`src/rtl/generation_scheduler.sv`:
```
// Generation sequencer: paces Life generations by render frames, starts life_logic,
// and swaps the double buffer only on a frame boundary. Includes a RUN watchdog.
module generation_scheduler #(
  parameter int PERIOD_W       = 4,
  parameter int GEN_W          = 16,
  parameter int TIMEOUT_CYCLES = 2**22
) (
  input  logic                clk_in,
  input  logic                rst_in,
  input  logic [PERIOD_W-1:0] period_in,
  input  logic                pause_in,
  input  logic                step_in,
  input  logic                render_done_in,
  input  logic                logic_done_in,
  input  logic                buf_ready_in,
  output logic                logic_start_out,
  output logic                buf_swap_out,
  output logic [GEN_W-1:0]    gen_count_out,
  output logic                busy_out,
  output logic                timeout_out
);

  localparam int FC_W = PERIOD_W + 1;
  localparam int WD_W = $clog2(TIMEOUT_CYCLES + 1);

  typedef enum logic [2:0] {
    S_IDLE, S_WAIT_READY, S_START, S_RUN, S_WAIT_FRAME, S_SWAP
  } state_t;

  state_t            state_q, state_d;
  logic [FC_W-1:0]   frame_q, frame_d;
  logic [WD_W-1:0]   wd_q, wd_d;
  logic [GEN_W-1:0]  gen_q, gen_d;
  logic              timeout_q, timeout_d;
  logic              start_q, swap_q, busy_q;

  // One extra bit so the "frames seen >= period+1" compare cannot overflow.
  logic [FC_W:0]     frame_inc, target;
  logic [FC_W-1:0]   frame_sat;

  assign frame_inc = {1'b0, frame_q} + (FC_W+1)'(1);
  assign target    = {2'b00, period_in} + (FC_W+1)'(1);
  assign frame_sat = frame_inc[FC_W] ? {FC_W{1'b1}} : frame_inc[FC_W-1:0];

  always_comb begin
    state_d   = state_q;
    frame_d   = frame_q;
    wd_d      = wd_q;
    timeout_d = timeout_q;
    case (state_q)
      S_IDLE: begin
        if (pause_in) begin
          frame_d = '0;
          if (step_in) state_d = S_WAIT_READY;
        end else if (render_done_in) begin
          if (frame_inc >= target) begin
            frame_d = '0;
            state_d = S_WAIT_READY;
          end else begin
            frame_d = frame_sat;
          end
        end
      end
      S_WAIT_READY: if (buf_ready_in) state_d = S_START;
      S_START: begin
        wd_d    = '0;
        state_d = S_RUN;
      end
      S_RUN: begin
        if (logic_done_in) begin
          state_d = render_done_in ? S_SWAP : S_WAIT_FRAME;
        end else if (wd_q == WD_W'(TIMEOUT_CYCLES - 1)) begin
          timeout_d = 1'b1;
          state_d   = S_IDLE;
        end else begin
          wd_d = wd_q + WD_W'(1);
        end
      end
      S_WAIT_FRAME: if (render_done_in) state_d = S_SWAP;
      S_SWAP: begin
        frame_d = '0;
        state_d = S_IDLE;
      end
      default: state_d = S_IDLE;
    endcase
    gen_d = (state_d == S_SWAP) ? gen_q + GEN_W'(1) : gen_q;
  end

  // Pulse outputs are registered from next state so they align with the state itself.
  always_ff @(posedge clk_in or posedge rst_in) begin
    if (rst_in) begin
      state_q   <= S_IDLE;
      frame_q   <= '0;
      wd_q      <= '0;
      gen_q     <= '0;
      timeout_q <= 1'b0;
      start_q   <= 1'b0;
      swap_q    <= 1'b0;
      busy_q    <= 1'b0;
    end else begin
      state_q   <= state_d;
      frame_q   <= frame_d;
      wd_q      <= wd_d;
      gen_q     <= gen_d;
      timeout_q <= timeout_d;
      start_q   <= (state_d == S_START);
      swap_q    <= (state_d == S_SWAP);
      busy_q    <= (state_d != S_IDLE);
    end
  end

  assign logic_start_out = start_q;
  assign buf_swap_out    = swap_q;
  assign gen_count_out   = gen_q;
  assign busy_out        = busy_q;
  assign timeout_out     = timeout_q;

endmodule

```
`config.mk`:
```
export PLATFORM = sky130hd
export DESIGN_NAME = generation_scheduler
export DESIGN_NICKNAME = d
export VERILOG_FILES = /design/src/rtl/generation_scheduler.sv
export SDC_FILE = /design/constraint.sdc
export NUM_CORES = 1
export LEC_CHECK = 0
export CAP_MARGIN = 20
export CORE_MARGIN = 8
export CORE_UTILIZATION = 60
export DETAILED_ROUTE_END_ITERATION = 7
export PLACE_DENSITY = 0.84
export SYNTH_ARGS = -nofsm -noshare
export SYNTH_HDL_FRONTEND = slang
export SYNTH_SLANG_ARGS = --single-unit
```
`constraint.sdc`:
```
create_clock -name clk_in -period 5.2 [get_ports clk_in]
set_input_delay 1.04 -clock clk_in [delete_from_list [all_inputs] [get_ports clk_in]]
set_output_delay 1.04 -clock clk_in [all_outputs]
set_load 0.01 [all_outputs]
```
---- After elaboration in Yosys (flattened, before gate mapping) ----
Cells that the tools add are included.
word-level totals
  register bits after elaboration ......... 51
  output and inout bits ................... 20
  word-level logic and storage cells ...... 50
  input port bits ......................... 11
cells by class
  equality and inequality tests ........... 11
  add/sub/neg operators ................... 4
  order comparisons ....................... 1
  reduce and logical (&&, ||, !) cells .... 7
  mux-type cells .......................... 18
  bitwise operators ....................... 1
operator list
  operator                 number
  $mux W23                 2
  $pmux W23 S2             1
  $mux W3                  8
  $add A23 B1 Y23 const B  1
  $eq A23 B22 Y1 const B   1
  $mux W5                  4
  $add A16 B1 Y16 const B  1
  $pmux W3 S5              1
  $pmux W5 S2              1
  $eq A3 B2 Y1 const B     3
  $eq A3 B3 Y1 const B     3
  $add A5 B1 Y6 const B    1
  $ge A6 B5 Y1             1
  $reduce_and A3 Y1        2
  $add A4 B1 Y5 const B    1
  $ne A2 B2 Y1 const B     2
  $reduce_bool A2 Y1       2
  $eq A3 B1 Y1 const B     1
  $logic_not A3 Y1         1
  $ne A3 B3 Y1 const B     1
  $reduce_bool A3 Y1       1
  $reduce_and A2 Y1        1
  $mux W1                  1
  $not A1 Y1               1

---- Longest topological paths before layout ----
Gate-level depths: netlist of run 1.
  word-level depth ........................ 7
  mapped depth ............................ 8
  gate-level depth less buffers ........... 8

---- Least setup slack after synthesis of run 1 ----
No wires, ideal clock.
  path kind ............................... input to register
  start ................................... input port period_in[0]
  end ..................................... register frame_q[4]
  buffers on the path ..................... 0
  arrival ................................. 2.472 ns
  data required time ...................... 5.134 ns
  path slack .............................. 2.662 ns
  setup time .............................. 0.066 ns
  stages .................................. 8
  cells stage by stage .................... ha_1 > xnor2_1 > ha_1 > a21o_1 > a211oi_1 > o211ai_1 > nor2_1 > a221o_1
between the ends
  word-level cells in the longest chain between the ends .. 6
ends and longest elaborated chain
  what                  line  source
  start, declared       10    input logic [PERIOD_W-1:0] period_in,
  $add A4 B1 Y5         42    assign target = {2'b00, period_in} + (FC_W+1)'(1);
  $ge A6 B5 Y1          56    if (frame_inc >= target) begin
  $mux W5               56
  $mux W5               55    end else if (render_done_in) begin
  $mux W5               52    if (pause_in) begin
  $pmux W5 S2           50    case (state_q)
  end signal, assigned  102   frame_q <= frame_d;
  end, declared         31    logic [FC_W-1:0] frame_q, frame_d;
No other way between the ends. The select of a mux whose other input is x is not followed.
A chain may end at the register's enable or synchronous reset.

---- Worst setup path in the final report of run 1 ----
  start ................................... input port period_in[2]
  end ..................................... register frame_q[4]
Same word-level chain as after synthesis.

==> qor.yml, run 1 <==
outcome:
  status: "completed"
timing:
  rsz0062_at_grt: "no"
  finalSetupTns_ns: 0
  fmax_mhz: 337
  hold_viol: 0
  fin_skew_ns: 0.00805
  setup_viol: 0
  relSlewSlack_pct: 51.4
  tightest_slew_ns: 0.723
  period_needed_ns: 2.97
  maxSlewViolCount: 0
  fin_crit_sh_pct: 57.1
power_and_ir_drop:
  ir_worst_vdd_uv: 148
  p_leak_nw: 1.45
  power-per-cell-area_mw_per_mm2: 349
yosys:
  syn_inst: 275
  yosysWarnings: 0
  ys_top_cells_by_count: "dfrtp_1, nand2_1, xnor2_1"
  ys_top_cells_by_area: "dfrtp_1, xnor2_1, ha_1, nand2_1, nor2_1"
  synth.distinct_cells: 51
  syn_avg_cell_area_um2: 10.0
  synth_area_mm2: 0.00276
  ys_async_sr_fraction_pct: 100
  synth_top_area_share_pct: 46.3
  synth-edff-count: 0
  yosysTopAreaCell: "dfrtp_1"
  ys_ff_latch: 51
  synth_most_common_cell: "dfrtp_1"
  ys.flop_type: "dfrtp_1"
  syn-num-nets: 295
  seq_area_frac_synth_pct: 46.3
cts:
  clockRootBuffer: "clkbuf_8"
  path_clk_slew_ns: 0.10
  clock-sinks: 51
  cts_setup_buffers: 0
  cts_tree: "built"
  clock_path_buffers: 2
  clk_latency_ns: 0.31
  cts_resized: 0
  cts_hold_buf: 0
  cts_htree_levels: 2
  cts-buffers-inserted: 5
global_route:
  grt.total_usage_pct: 16.5
  gr-total-overflow: 0
  antenna_found_initial: 0
  grt_pass1_wl_um: 9800
  grt_max_degree: 52
  grt_pass1_vias: 2185
placement:
  io_buffers: 30
  hpwlAfterDp_um: 3900
  dpl.cell_count: 347
  gp_congestion: 0.862
floorplanning:
  dieArea_mm2: 0.00702
  rows: 24
  ios: 31
  fp.dieH_um: 83.8
  core_area_mm2: 0.00438
  initial_core_util_pct: 62.9
  die_w_um: 83.8
critical_path:
  slowest_stage: "clkdlybuf4s50_1"
  cp.required_ns: 5.45
  critical-path-max-stage-delay_ns: 0.51
  crit_chain: "clkdlybuf4s50_1 -> nand3_1 -> xor2_1 -> ha_1 -> a21o_1 -> a211oi_1 -> o211ai_1 -> nor2_1 -> a221o_1"
  start_kind: "input port"
  worstPathArrival_ns: 3.22
  critPathCaptureType: "register"
  cp_max_fo: 5
  critPathKind: "input port to register"
run:
  drv_cap: 0
finish:
  fin_cells: 356
  area_delta_synth_final_pct: 16.5
  final_layout_size_suffix_gt1_share_pct: 7.57
  diodes: 0
  fin_nets: 323
drt:
  drtAntennaViolNets: 0
  wl_per_cell_um: 15.4
  drtIter0Drc: 89
  drt_wl_total_um: 5470
  firstDrtPassIters: 4
  num_vias: 2117
  vias_per_cell: 5.95
  drc_errors: 0
hold_path:
  hold_path.class: "register to register"
-- critical path: cells and delay by family --
family / cells / cell delay [ns]
adder cells (fa/ha/maj): 1 / 0.29
AND/OR/NAND/NOR: 2 / 0.37
AO/OA/AOI/OAI: 4 / 0.85
XOR/XNOR: 1 / 0.16
buffers and inverters: 1 / 0.51
-- sequential cells by signal, summed over array words and instances (netlist names) --
| register | count |
|---|---|
| buf_swap_out | 1 |
| gen_count_out | 16 |
| timeout_out | 1 |
| logic_start_out | 1 |
| frame_q | 5 |
| state_q | 3 |
| wd_q | 23 |
| busy_out | 1 |
-- per-stage QoR --
stage	power, mW	instance area (um2)	hold WS (ns)	setup WS (ns)	utilization (%)
after global routing	1.20	3210	0.524	2.02	73.3
after global placement	0.836	3080	0.461	2.03	70.2
after CTS	1.13	3190	0.501	2.26	72.9
final	1.12	3210	0.495	2.23	73.3
after detailed placement	0.845	3080	0.478	1.99	70.2
after floorplan	0.732	2760	0.470	2.66	-
-- cells by family after synthesis --
kind of cell | share of synthesized area [%]
buffers and inverters | 3.17
AOI/OAI and AO/OA | 12.6
xor gates and xnor gates | 10.2
muxes | 1.09
and+or+nand+nor | 22.7
DFF | 46.3
adders and majority gates | 4.08
-- area by class of cell --
type	instances	area [um2]
inverter	9	33.8
fill	332	1170
tap	52	65.1
sequential	51	1280
clock inverter	3	47.5
timing repair buffer	32	328
clock buffer	5	68.8
multi-input combinational	204	1400
-- metal layers --
| layer | track usage [%] | vias to the layer above | routed length [um] |
|---|---|---|---|
| met5 | 0 | - | 0 |
| li1 | - | 1034 | - |
| met2 | 28.1 | 35 | 2770 |
| met3 | 4.88 | 6 | 227 |
| met4 | 5.49 | 0 | 32 |
| met1 | 19.2 | 1042 | 2430 |
-- final timing paths --
| check | end | depth (start not counted) | startpoint | slack (ns) |
|---|---|---|---|---|
| max reg2reg | frame_q[2] | 8 | frame_q[0] | 2.81 |
| min reg2reg | gen_count_out[15] | 1 | gen_count_out[15] | 0.50 |
| max | frame_q[4] | 9 | period_in[2] | 2.23 |
| min in group asynchronous | wd_q[11] | 2 | rst_in | 0.97 |
| min | gen_count_out[15] | 1 | gen_count_out[15] | 0.50 |
| max in group asynchronous | wd_q[22] | 3 | rst_in | 3.75 |
-- cell usage in the layout, fill, tap and decap left out, types with 2 or more instances in the layout --
cell type,Yosys,routed
and2_1,3,3
a311oi_1,2,2
ha_1,9,9
nor3b_1,2,2
nand4_1,5,5
clkbuf_8,0,5
nor4b_1,2,2
nand4_2,2,2
o211ai_1,3,3
mux2i_1,3,3
nor4_1,2,2
and3_1,9,9
inv_1,9,8
nand3_1,13,13
a211oi_1,4,4
nor3_1,4,4
nor2_1,23,23
a31o_2,3,3
clkdlybuf4s50_1,0,30
a221o_1,2,2
a2111oi_1,2,2
xnor2_1,24,24
o2111ai_1,3,3
dfrtp_1,51,51
nand2_1,30,30
a21oi_1,7,7
o21ai_0,6,6
and4_1,6,6
nand2b_1,6,6
xor2_1,8,8
or2_2,2,2
-- where the power goes --
part           total, mW  switching [mW]  internal, mW
clock network      0.282           0.136         0.146
logic              0.321           0.181         0.139
registers          0.519          0.0707         0.448
Power figures use the tool's default switching activity.
==> run 2, diff against run 1 <==
CORE_UTILIZATION = 56   (was 60)
PLACE_DENSITY = 0.79   (was 0.84)
clock period = 2.99 ns   (was 5.2 ns; I/O delays follow)
==> run 2 against run 1 <==
Effect of this change:
- first-iteration DRC count down 31%
- final cell count up 4.5%
- utilization down 5.4 points
- die area up 5.8%
- clock skew up 0.0020 ns
- worst hold slack worse by 0.022 ns
- register-to-register slack worse by 2.2 ns
- critical endpoint unchanged
==> qor.yml, run 2 (synthesis results as in run 1) <==
cts:
  clk_latency_ns: 0.31  # about the same
  cts_tree: "built"
  path_clk_slew_ns: 0.10  # about the same
  clock_path_buffers: 2  # unchanged
  clockRootBuffer: "clkbuf_8"
  cts_htree_levels: 2  # unchanged
  cts-buffers-inserted: 5  # unchanged
  clock-sinks: 51  # unchanged
  cts_hold_buf: 0  # unchanged
  cts_setup_buffers: 0  # unchanged
  cts_resized: 0  # unchanged
critical_path:
  r2r-start: "frame_q[0]"
  critPathKind: "input port to register"
  reg2reg_slack_ns: 0.62  # -2.19 ns
  cp_max_fo: 5  # unchanged
  cp_top_family: "compound AO/OA/AOI/OAI gates"
  rr_worst_depth: 8  # unchanged
  cp.required_ns: 3.24  # -2.21 ns
  slowest_stage: "clkdlybuf4s50_1"
  timing.critical_path.buf_inv: 1  # unchanged
  worstReg2RegEnd: "frame_q[4]"
  critPathCaptureType: "register"
  critical-path-max-stage-delay_ns: 0.52  # about the same
  crit_chain: "clkdlybuf4s50_1 -> nand3_1 -> xor2_1 -> ha_1 -> a21o_1 -> a211oi_1 -> o211ai_1 -> nor2_1 -> a221o_1"
  start_kind: "input port"
  worstPathArrival_ns: 2.78  # -0.44 ns
drt:
  num_vias: 2102  # -0.71%
  drt_wl_total_um: 5420  # -0.79%
  firstDrtPassIters: 5  # +1
  drtAntennaViolNets: 0  # unchanged
  vias_per_cell: 5.65  # -5.0%
  drtIter0Drc: 61  # -31%
  wl_per_cell_um: 14.6  # -5.1%
  drc_errors: 0  # unchanged
global_route:
  grt_pass1_vias: 2134  # -2.3%
  antenna_found_initial: 0  # unchanged
  grt_pass1_wl_um: 9650  # -1.5%
  grt.total_usage_pct: 15.9  # -0.57 points
  gr-total-overflow: 0  # unchanged
  grt_max_degree: 21  # -60%
finish:
  final_layout_size_suffix_gt1_share_pct: 7.87  # +0.30 points
  final_cell_area_mm2: 0.00321  # -0.23%
  mostFrequentLayoutCell: "dfrtp_1"
  fin_cells: 372  # +4.5%
  area_delta_synth_final_pct: 16.2
  fin_nets: 324  # +0.31%
  largest_reg_flops: 23  # unchanged
  layout_common_cells: "dfrtp_1, nand2_1, clkdlybuf4s50_1"
  regMostFlops: "wd_q"
  diodes: 0  # unchanged
  fillCellCount: 365  # +9.9%
hold_path:
  hold_path.class: "register to register"
  whs_path_depth: 1  # unchanged
  hold-path-endpoint: "gen_count_out[15]"
  min_from: "gen_count_out[15]"
power_and_ir_drop:
  p_leak_nw: 1.44  # -0.65%
  ir_worst_vdd_uv: 302  # +100%
  power-per-cell-area_mw_per_mm2: 585  # +68%
timing:
  period_needed_ns: 2.52
  setup_viol: 0  # unchanged
  holdWs_ns: 0.473  # -0.0223 ns
  tightest_slew_ns: 0.707  # -0.0159 ns
  maxSlewViolCount: 0  # unchanged
  fin_crit_sh_pct: 84.4
  fin_skew_ns: 0.0100  # +0.00200 ns
  fmax_mhz: 396
  finalSetupTns_ns: 0  # unchanged
  hold_viol: 0  # unchanged
  rsz0062_at_grt: "no"
  relSlewSlack_pct: 52.7  # +1.3 points
  finalWorstSetupSlack_ns: 0.465  # -1.77 ns
placement:
  dp_slack_ns: 0.160  # -1.83 ns
  io_buffers: 30  # unchanged
  dpl.cell_count: 364  # +4.9%
  hpwlAfterDp_um: 3930  # +0.65%
  gp_congestion: 0.832  # -3.4%
  placed_area_mm2: 0.00311  # +1.1%
floorplanning:
  dieArea_mm2: 0.00743  # +5.8%
  rows: 25  # +4.2%
  core_area_mm2: 0.00472  # +7.7%
  fp.dieH_um: 86.2  # +2.8%
  die_w_um: 86.2  # +2.8%
  ios: 31  # unchanged
  initial_core_util_pct: 58.4  # -4.5 points
run:
  drv_cap: 0  # unchanged
outcome:
  status: "completed"
[run 2: where the power goes]
group          switching, mW  internal, mW
clock network          0.242         0.172
registers              0.120         0.780
logic                  0.322         0.242
total                  0.683          1.19
[run 2: stage by stage]
stage / power [mW] / utilization (%)
after floorplan: 1.27 / -
after global placement: 1.46 / 65.9
final: 1.88 / 67.9
after CTS: 1.89 / 67.9
after detailed placement: 1.47 / 65.9
after global routing: 2.00 / 67.9
[run 2: worst max-delay path by stage]
stage / from / endpoint / slack [ns] / cells past startpoint
after floorplan: period_in[0] / frame_q[4] / 0.89 / 8
after global placement: period_in[2] / frame_q[4] / 0.28 / 9
after detailed placement: period_in[2] / frame_q[4] / 0.16 / 9
after CTS: period_in[2] / frame_q[4] / 0.48 / 9
after global routing: period_in[2] / frame_q[4] / 0.29 / 9
final: period_in[2] / frame_q[4] / 0.47 / 9
[run 2: metal layers]
layer	track usage, %	wire (um)	vias to the layer above
li1	-	-	1039
met1	19.5	2480	1015
met2	26.8	2620	42
met3	2.84	245	6
met4	7.04	81	0
met5	0	0	-
[run 2: cell type report]
cell class              instances  area (um2)  share of cell area (%)
well taps                      67        83.8                    2.61
multi-input cells             204        1400                    43.5
clock buffers                   5        68.8                    2.15
repair buffers                 33         323                    10.1
flip-flops and latches         51        1280                    39.8
clock inverters                 3        26.3                   0.819
inverters                       9        33.8                    1.05
==> run 3, diff against run 2 <==
CORE_UTILIZATION = 51   (was 56)
PLACE_DENSITY = 0.76   (was 0.79)
clock period = 2.3 ns   (was 2.99 ns; I/O delays follow)
==> run 3 against run 2 <==
Effect of this change:
- final cell count is 5.4% higher
- setup slack got worse by 0.41 ns
- sequential power up 30%
- global-route usage is 0.92 points lower
- non-clock buffer count grew 17
- worst hold slack lost 0.059 ns
- combinational power rose by 49%
- power up 40%
- sequential share of layout area decreased by 2.7 points
- cell area is 7.3% higher
- critical endpoint unchanged
==> qor.yml, run 3 (synthesis results as in run 1) <==
finish:
  largest_reg_flops: 23  # unchanged
  area_delta_synth_final_pct: 24.7
  fillCellCount: 386  # +5.8%
  seq_area_mm2: 0.00128  # about the same
  fin_nets: 341  # +5.2%
  diodes: 0  # unchanged
  multi_input_area_mm2: 0.00146  # +4.5%
  regMostFlops: "wd_q"
  final_layout_size_suffix_gt1_share_pct: 16.1  # +8.3 points
  fin_util_pct: 66.5  # -1.4 points
  mostFrequentLayoutCell: "dfrtp_1"
  fin_cells: 392  # +5.4%
  layout_common_cells: "dfrtp_1, nand2_1, clkdlybuf4s50_1"
drt:
  firstDrtPassIters: 5  # unchanged
  vias_per_cell: 5.63  # -0.45%
  drtAntennaViolNets: 0  # unchanged
  num_vias: 2205  # +4.9%
  drtIter0Drc: 99  # +62%
  drt_wl_total_um: 5670  # +4.6%
  drc_errors: 0  # unchanged
  wl_per_cell_um: 14.5  # -0.69%
placement:
  io_buffers: 30  # unchanged
  dpl.cell_count: 380  # +4.4%
  gp_congestion: 0.825  # -0.87%
  hpwlAfterDp_um: 4180  # +6.3%
  dp_slack_ns: -0.349  # -0.509 ns
power_and_ir_drop:
  ir_worst_vdd_uv: 452  # +50%
  total_power_mw: 2.62  # +40%
  power-per-cell-area_mw_per_mm2: 763  # +30%
  p_leak_nw: 1.57  # +8.5%
timing:
  fin_skew_ns: 0.00921  # -0.000835 ns
  period_needed_ns: 2.24
  hold_viol: 0  # unchanged
  maxSlewViolCount: 0  # unchanged
  tightest_slew_ns: 0.544  # -0.163 ns
  relSlewSlack_pct: 63.4  # +11 points
  finalSetupTns_ns: 0  # unchanged
  finalWorstSetupSlack_ns: 0.0561  # -0.409 ns
  setup_viol: 0  # unchanged
  fin_crit_sh_pct: 97.6
  fmax_mhz: 446
floorplanning:
  initial_core_util_pct: 53.3  # -5.1 points
  fp.dieH_um: 89.6  # +3.9%
  die_w_um: 89.6  # +3.9%
  core_area_mm2: 0.00517  # +9.5%
  rows: 26  # +4.0%
  ios: 31  # unchanged
  dieArea_mm2: 0.00802  # +7.9%
critical_path:
  start_kind: "register"
  r2r-start: "frame_q[0]"
  critPathCaptureType: "register"
  cp_max_fo: 4  # -1
  cp.required_ns: 2.55  # -0.69 ns
  worstReg2RegEnd: "frame_q[4]"
  worstPathArrival_ns: 2.49  # -0.29 ns
  critPathKind: "register to register"
  rr_worst_depth: 9  # +1
  reg2reg_slack_ns: 0.06  # -0.56 ns
cts:
  clock-sinks: 51  # unchanged
  cts_tree: "built"
  clock_path_buffers: 2  # unchanged
  cts-buffers-inserted: 5  # unchanged
  cts_htree_levels: 2  # unchanged
  path_clk_slew_ns: 0.09  # about the same
  clockRootBuffer: "clkbuf_8"
  cts_hold_buf: 0  # unchanged
  clk_latency_ns: 0.30  # about the same
global_route:
  gr-total-overflow: 0  # unchanged
  grt.total_usage_pct: 15.0  # -0.92 points
  grt_pass1_vias: 2097  # -1.7%
  antenna_found_initial: 0  # unchanged
  grt_max_degree: 39  # +86%
  grt_pass1_wl_um: 9570  # -0.86%
outcome:
  status: "completed"
run:
  drv_cap: 0  # unchanged
hold_path:
  hold_path.class: "input port to asynchronous set/reset pin"
## run 3: cell types whose count changed in the layout (fill, tap and decap cells not counted), sizes merged
cell	change
buf	+17
bufinv	+1
clkdlybuf4s50	-3
clkinv	+1
dlymetal6s2s	+3
inv	-2
## run 3: metrics by stage
| step | hold slack (ns) | cell area [um2] |
|---|---|---|
| after floorplan | 0.470 | 2760 |
| after global placement | 0.462 | 3230 |
| after detailed placement | 0.462 | 3230 |
| after CTS | 0.412 | 3340 |
| after global routing | 0.433 | 3440 |
| final | 0.414 | 3440 |
## run 3: power by group
part	leakage [nW]	switching [mW]	internal, mW
logic	0.814	0.443	0.397
registers	0.694	0.158	1.02
clock network	0.0581	0.287	0.324
total	1.57	0.888	1.74
## run 3: area by class of cell
class	instances	area share [%]
sequential	51	37.1
timing repair buffer	50	13.7
inverter	9	0.982
tap	70	2.55
clock buffer	5	2.00
clock inverter	3	1.27
multi-input combinational	204	42.4
## run 3: metal layers
metal / share of wire, % / wire, um / vias up / GRT usage [%]
li1: - / - / 1076 / -
met1: 46 / 2610 / 1079 / 18.5
met2: 49 / 2780 / 43 / 25.6
met3: 4.2 / 237 / 7 / 3.31
met4: 0.81 / 46 / 0 / 4.08
met5: 0 / 0 / - / 0
## run 3: worst max-delay path: stages, from the launching register on
cell and delay [ns]:
dfrtp_2 0.42, ha_4 0.17, nand3_2 0.11, xnor2_1 0.25, ha_4 0.24, buf_4 0.13, a211oi_2 0.23, o211ai_1 0.24
nor2_2 0.24, a221o_1 0.16
## run 3: what timing repair did
item | in CTS | in global routing
endpoints found under the setup margin | 3 | 7
pin swaps | 2 | 7
setup buffers | 0 | 4
resized for setup | 1 | 15
## run 3: worst max-delay path by stage
| stage | depth (start not counted) | slack [ns] | from | to |
|---|---|---|---|---|
| 5_1_grt | 9 | -0.06 | frame_q[0] | frame_q[4] |
| 3_5_place_dp | 9 | -0.35 | period_in[0] | frame_q[4] |
| 4_1_cts | 8 | 0.03 | frame_q[0] | frame_q[2] |
| 3_3_place_gp | 9 | -0.25 | period_in[0] | frame_q[4] |
| 2_1_floorplan | 8 | 0.25 | frame_q[0] | frame_q[2] |
| 6_report | 9 | 0.06 | frame_q[0] | frame_q[4] |
